**src/rtl/spi_pkg.sv**
```systemverilog
// Shared types and constants for the byte-wide SPI master and its SCK generator.
package spi_pkg;

  typedef enum logic {
    IDLE  = 1'b0,
    SHIFT = 1'b1
  } spi_state_e;

  localparam logic SPI_IDLE_MOSI = 1'b1;
  localparam int   SPI_BYTE_BITS = 8;
  localparam int   SPI_DIV_W     = 4;

endpackage

```
**src/rtl/spi_sck_gen.sv**
```systemverilog
// SPI mode-0 clock generator: half-period counter, SCK toggle and rise/fall strobes.
// Held in its idle state (sck low, counter cleared) whenever en is low.
module spi_sck_gen
  import spi_pkg::*;
#(
  parameter int DIV_W = SPI_DIV_W
) (
  input  logic             clk,
  input  logic             reset,
  input  logic             en,
  input  logic [DIV_W-1:0] div,
  output logic             sck,
  output logic             rise,
  output logic             fall
);

  logic [DIV_W-1:0] cnt_q;
  logic             sck_q;
  logic             tc;

  assign tc   = (cnt_q == div);
  assign rise = en && tc && !sck_q;
  assign fall = en && tc && sck_q;
  assign sck  = sck_q;

  always_ff @(posedge clk) begin
    if (reset || !en) begin
      cnt_q <= '0;
      sck_q <= 1'b0;
    end else if (tc) begin
      cnt_q <= '0;
      sck_q <= ~sck_q;
    end else begin
      cnt_q <= cnt_q + 1'b1;
    end
  end

endmodule

```
**src/rtl/spi_dma_master.sv**
```systemverilog
// Byte-wide SPI master for the DMA SPI device port with direct Z80 port access.
// Optional runtime divider register enabled by defining SPI_DIV_REG_EN.
//
// state | meaning
// IDLE  | waiting for a DMA request or Z80 data-port strobe; mosi held high
// SHIFT | shifting one byte; ends on the 8th falling SCK edge
module spi_dma_master
  import spi_pkg::*;
#(
  parameter int DIV   = 0,
  parameter int DIV_W = SPI_DIV_W
) (
  input  logic       clk,
  input  logic       reset,
  input  logic       spi_req,
  input  logic [7:0] spi_wrdata,
  output logic [7:0] spi_rddata,
  output logic       spi_stb,
  output logic       spi_start,
  input  logic [7:0] zdata,
  input  logic       zspi_wr,
  input  logic       zspi_rd,
  input  logic       zcs_wr,
`ifdef SPI_DIV_REG_EN
  input  logic       zdiv_wr,
`endif
  output logic       busy,
  output logic       sck,
  output logic       mosi,
  input  logic       miso,
  output logic       cs_n
);

  localparam logic [DIV_W-1:0] DIV_L = DIV_W'(DIV);

  spi_state_e       state_q, state_d;
  logic [7:0]       tx_q, rx_q, tx_d, rddata_q;
  logic [3:0]       bit_cnt_q;
  logic             cs_n_q, load, rise, fall, done;
  logic [DIV_W-1:0] div_q;

`ifdef SPI_DIV_REG_EN
  logic [DIV_W-1:0] div_reg_q;

  // The active divider is only sampled at acceptance so a byte never changes rate mid-flight.
  always_ff @(posedge clk) begin
    if (reset) begin
      div_reg_q <= DIV_L;
      div_q     <= DIV_L;
    end else begin
      if (zdiv_wr) div_reg_q <= zdata[DIV_W-1:0];
      if (load)    div_q     <= div_reg_q;
    end
  end
`else
  assign div_q = DIV_L;
`endif

  spi_sck_gen #(.DIV_W(DIV_W)) u_sck_gen (
    .clk   (clk),
    .reset (reset),
    .en    (busy),
    .div   (div_q),
    .sck   (sck),
    .rise  (rise),
    .fall  (fall)
  );

  assign busy       = (state_q == SHIFT);
  assign done       = busy && fall && (bit_cnt_q == 4'(SPI_BYTE_BITS));
  assign spi_stb    = done;
  assign spi_rddata = rddata_q;
  assign cs_n       = cs_n_q;
  assign mosi       = busy ? tx_q[7] : SPI_IDLE_MOSI;

  always_comb begin
    state_d   = state_q;
    spi_start = 1'b0;
    load      = 1'b0;
    tx_d      = 8'hFF;
    case (state_q)
      IDLE: begin
        if (spi_req) begin
          state_d   = SHIFT;
          spi_start = 1'b1;
          load      = 1'b1;
          tx_d      = spi_wrdata;
        end else if (zspi_wr) begin
          state_d = SHIFT;
          load    = 1'b1;
          tx_d    = zdata;
        end else if (zspi_rd) begin
          state_d = SHIFT;
          load    = 1'b1;
        end
      end
      SHIFT: begin
        if (done) state_d = IDLE;
      end
      default: state_d = IDLE;
    endcase
  end

  always_ff @(posedge clk) begin
    if (reset) begin
      state_q   <= IDLE;
      tx_q      <= 8'hFF;
      rx_q      <= 8'hFF;
      bit_cnt_q <= '0;
      rddata_q  <= 8'hFF;
      cs_n_q    <= 1'b1;
    end else begin
      state_q <= state_d;
      if (zcs_wr) cs_n_q <= zdata[0];
      if (load) begin
        tx_q      <= tx_d;
        bit_cnt_q <= '0;
      end else if (busy) begin
        if (rise) begin
          rx_q      <= {rx_q[6:0], miso};
          bit_cnt_q <= bit_cnt_q + 4'd1;
        end
        if (fall) tx_q <= {tx_q[6:0], 1'b1};
      end
      if (done) rddata_q <= rx_q;
    end
  end

endmodule
```
**config.mk**
```make
export PLATFORM = sky130hd
export DESIGN_NAME = spi_dma_master
export DESIGN_NICKNAME = d
export VERILOG_FILES = /design/src/rtl/spi_pkg.sv /design/src/rtl/spi_sck_gen.sv /design/src/rtl/spi_dma_master.sv
export SDC_FILE = /design/constraint.sdc
export NUM_CORES = 1
export LEC_CHECK = 0
export CORE_UTILIZATION = 40
export CTS_BUF_LIST = sky130_fd_sc_hd__clkbuf_4
export DETAILED_ROUTE_END_ITERATION = 8
export PLACE_DENSITY = 0.63
export SETUP_SLACK_MARGIN = 0.05
export SYNTH_ARGS = -nofsm -noshare
export SYNTH_HDL_FRONTEND = slang
export SYNTH_SLANG_ARGS = --single-unit
export TNS_END_PERCENT = 1
```
**constraint.sdc**
```tcl
create_clock -name clk -period 2 [get_ports clk]
set_input_delay 0.4 -clock clk [delete_from_list [all_inputs] [get_ports clk]]
set_output_delay 0.4 -clock clk [all_outputs]
set_load 0.01 [all_outputs]
```
==> qor.log <==
INFO  synth          synth_top_cells_by_count=dfxtp_1, nor2_1, nand3_1
INFO  pwr            peakVddDrop=0.498mV
INFO  synth          yosys.cell_count.top_type=dfxtp_1
INFO  pwr            total_power=1620uW
INFO  grt            grt_first_pass_wirelength=6.35mm
INFO  placed_design  numPortBuffers=36
INFO  placed_design  cell_count_post_placement=263
INFO  synth          seq_area_frac_synth=0.431
INFO  synth          synth.largest_area_cell=dfxtp_1
INFO  worst_hold_path whs_endpoint=rx_q[7]
INFO  synth          postSynthRegisterBits=35
INFO  grt            maximum_number_of_pins_on_one_net_before_global_route_repair=26
INFO  floorplanning  top_level_ports=37
INFO  clock_network  cts_tree=done
INFO  timing         setup_failing_eps_final=0
INFO  cells_and_area insertedDiodeCount=0
INFO  job            max_cap_violations=0
INFO  timing         fin_setup_tns=0ns
INFO  floorplanning  die-width=65.7um
INFO  status         status=finished clean
INFO  timing         maxSlewViolCount=0
INFO  setup_path     ff2ff_setup_slack=0.19ns
INFO  synth          synth_nets=202
INFO  grt            grt_use_total=0.197
INFO  setup_path     regToRegStartpoint=u_sck_gen.cnt_q[0]
INFO  floorplanning  initial_core_utilization=0.431
INFO  timing         slew-limit-headroom=0.695
INFO  cells_and_area syn_to_final_growth=35.8%
INFO  floorplanning  placeableCoreArea=0.00377mm^2
INFO  cells_and_area multiInputGateArea=865um^2
INFO  timing         worstMarginPinSlew=0.454ns
INFO  cells_and_area summed_area_of_non_filler_cells_in_the_final_layout=0.00221mm^2
INFO  timing         post-route-min-period=1.87ns
INFO  worst_hold_path worst_hold_path_type=flop to flop
INFO  floorplanning  fp.dieArea=0.00432mm^2
INFO  worst_hold_path worstHoldStart=rx_q[7]
INFO  timing         tcrit_tclk_final=0.934
INFO  grt            global_route.overflow_total=0
INFO  placed_design  place.gp.congestion=0.748
INFO  grt            via_count_of_the_first_global_routing_pass=1413
INFO  setup_path     reg2reg_depth=7
INFO  cells_and_area fillCellCount=350
INFO  timing         hold_slack=0.480ns
INFO  clock_network  h-tree-depth=2
INFO  setup_path     worst-endpoint-required=1.60ns
INFO  clock_network  max-clock-path-buffers=2
INFO  clock_network  worst_setup_hold_path_clk_slew=0.10ns
INFO  synth          synth_area_leaders=dfxtp_1, a211o_1, mux2i_1
INFO  cells_and_area finalNetCount=250
INFO  synth          synth_top_cell_area_share=0.431
INFO  setup_path     worst-endpoint-arrival=1.47ns
INFO  pwr            power.static_leakage=0.000836uW
INFO  cells_and_area instances_no_fill=271
INFO  synth          ys_warn_count=0
INFO  route          drt_iter0_drc=71
INFO  route          drtAntennaViolNets=0
INFO  timing         grt_setup_unrepaired=true
INFO  setup_path     reg2reg_to=tx_q[0]
INFO  cells_and_area sequential_cell_area=703um^2
INFO  worst_hold_path hold_critical_path_depth=1
INFO  route          drt_wl_total=3.81mm
INFO  synth          synth-async-reset-ratio=0
INFO  clock_network  clock_sink_count=35
INFO  clock_network  cts.root.buffer_cell=clkbuf_4
INFO  synth          synth_ff_type=dfxtp_1
INFO  setup_path     timing_worst_setup_path_type=flop to output pin
INFO  placed_design  placement.cell_area=0.00210mm^2
INFO  route          vias_per_cell=5.38
INFO  cells_and_area layout-drive-gt1-share=0.157
INFO  timing         hold_viol_final=0
INFO  route          drc=0
INFO  floorplanning  placementRows=22
INFO  setup_path     timing.critical_path.to_type=output pin
INFO  clock_network  cts_hold_buf=0
INFO  synth          synth.cell_area=0.00163mm^2
INFO  setup_path     worst_setup_path_start_kind=flop
INFO  synth          yosys.cell_types.count=40
INFO  synth          synth_cells=175
INFO  setup_path     critical_path.max_fanout=11
INFO  clock_network  cts-buffers-inserted=5
INFO  grt            antenna_found_initial=0
INFO  timing         finalClockSkew=0.00514ns
INFO  synth          count_of_flip_flops_with_a_built_in_enable_after_synthesis=0
INFO  floorplanning  dieHeight=65.7um
INFO  synth          syn_avg_cell_area=9.29um^2
INFO  route          route.vias.total=1459
INFO  route          routed_wire_length_per_instance=14.0um
INFO  timing         achievable-frequency=0.535GHz
INFO  pwr            power-per-cell-area=734mW/mm^2
INFO  clock_network  clk_latency=0.34ns
INFO  route          drt-pass1-iter-count=4
INFO  placed_design  hpwlAfterDp=2.81mm
## metal layers
metal / share of wire / track usage
met1: 0.46 / 0.251
met2: 0.50 / 0.310
met3: 0.029 / 0.0573
met4: 0.015 / 0.0734
met5: 0 / 0
## registers in the layout, indices dropped and copies added, names as in the netlist
signal / cells
bit_cnt_q: 4
busy: 1
u_sck_gen.sck: 1
cs_n: 1
spi_rddata: 8
u_sck_gen.cnt_q: 4
tx_q: 8
rx_q: 8
## worst max-delay path, cell delays in order, from the launching register on
cell	delay [ns]
dfxtp_1	0.35
buf_4	0.18
nand2b_1	0.07
clkdlybuf4s50_1	0.53
## layout by cell type (no fill, tap or decap), types with 2 or more instances in the layout
cell type         n
nand3_1          11
inv_1             4
o21ai_0           9
o22ai_1           6
dfxtp_2           2
nor2_1           21
clkbuf_4          6
nor3b_1           4
dfxtp_1          33
buf_4            15
mux2i_1           8
nand2b_1          6
or4_1             2
a21oi_1           5
clkdlybuf4s50_1  34
ha_1              3
and3_1            8
inv_2             3
a32oi_1           6
nor2b_1           2
nor3_1            2
a211o_1          10
## stage by stage
| step | worst slack [ns] | utilization |
|---|---|---|
| after floorplan | 0.435 | - |
| after global placement | 0.0440 | 0.558 |
| after detailed placement | 0.00583 | 0.558 |
| after CTS | 0.0363 | 0.581 |
| after global routing | 0.0392 | 0.585 |
| final | 0.132 | 0.585 |
## how the worst max path moves through the flow
stage	start	end	depth (start not counted)
after floorplan	u_sck_gen.cnt_q[0]	spi_stb	5
after global placement	u_sck_gen.cnt_q[0]	spi_stb	5
after detailed placement	u_sck_gen.cnt_q[0]	spi_stb	5
after CTS	u_sck_gen.cnt_q[1]	spi_stb	5
after global routing	u_sck_gen.cnt_q[0]	spi_stb	5
final	busy	mosi	3
## cell type report
| cell class | count | share of cell area |
|---|---|---|
| Clock buffer | 6 | 0.0204 |
| Tap cell | 48 | 0.0272 |
| Multi-Input combinational cell | 122 | 0.392 |
| Inverter | 7 | 0.0119 |
| Clock inverter | 1 | 0.0136 |
| Sequential cell | 35 | 0.319 |
| Timing Repair Buffer | 52 | 0.217 |
## cell families after synthesis
group | synth area share
simple gates | 0.228
compound gates | 0.196
flops | 0.431
buf+inv | 0.0539
mux | 0.0493
fa+ha+maj | 0.0308
xor+xnor | 0.0108
## report_power, final
part | internal [uW] | switching (uW)
sequential | 751 | 33.3
clock | 271 | 226
combinational | 174 | 166
## timing repair
| item | CTS | global route |
|---|---|---|
| resized for setup | 8 | 5 |
| pin swaps | 2 | 2 |
| buffers inserted | 1 | 0 |
| endpoints found under the setup margin | 2 | 4 |
| hold endpoints to repair | 0 | 0 |
No activity file was read; power rests on OpenSTA's default activity.
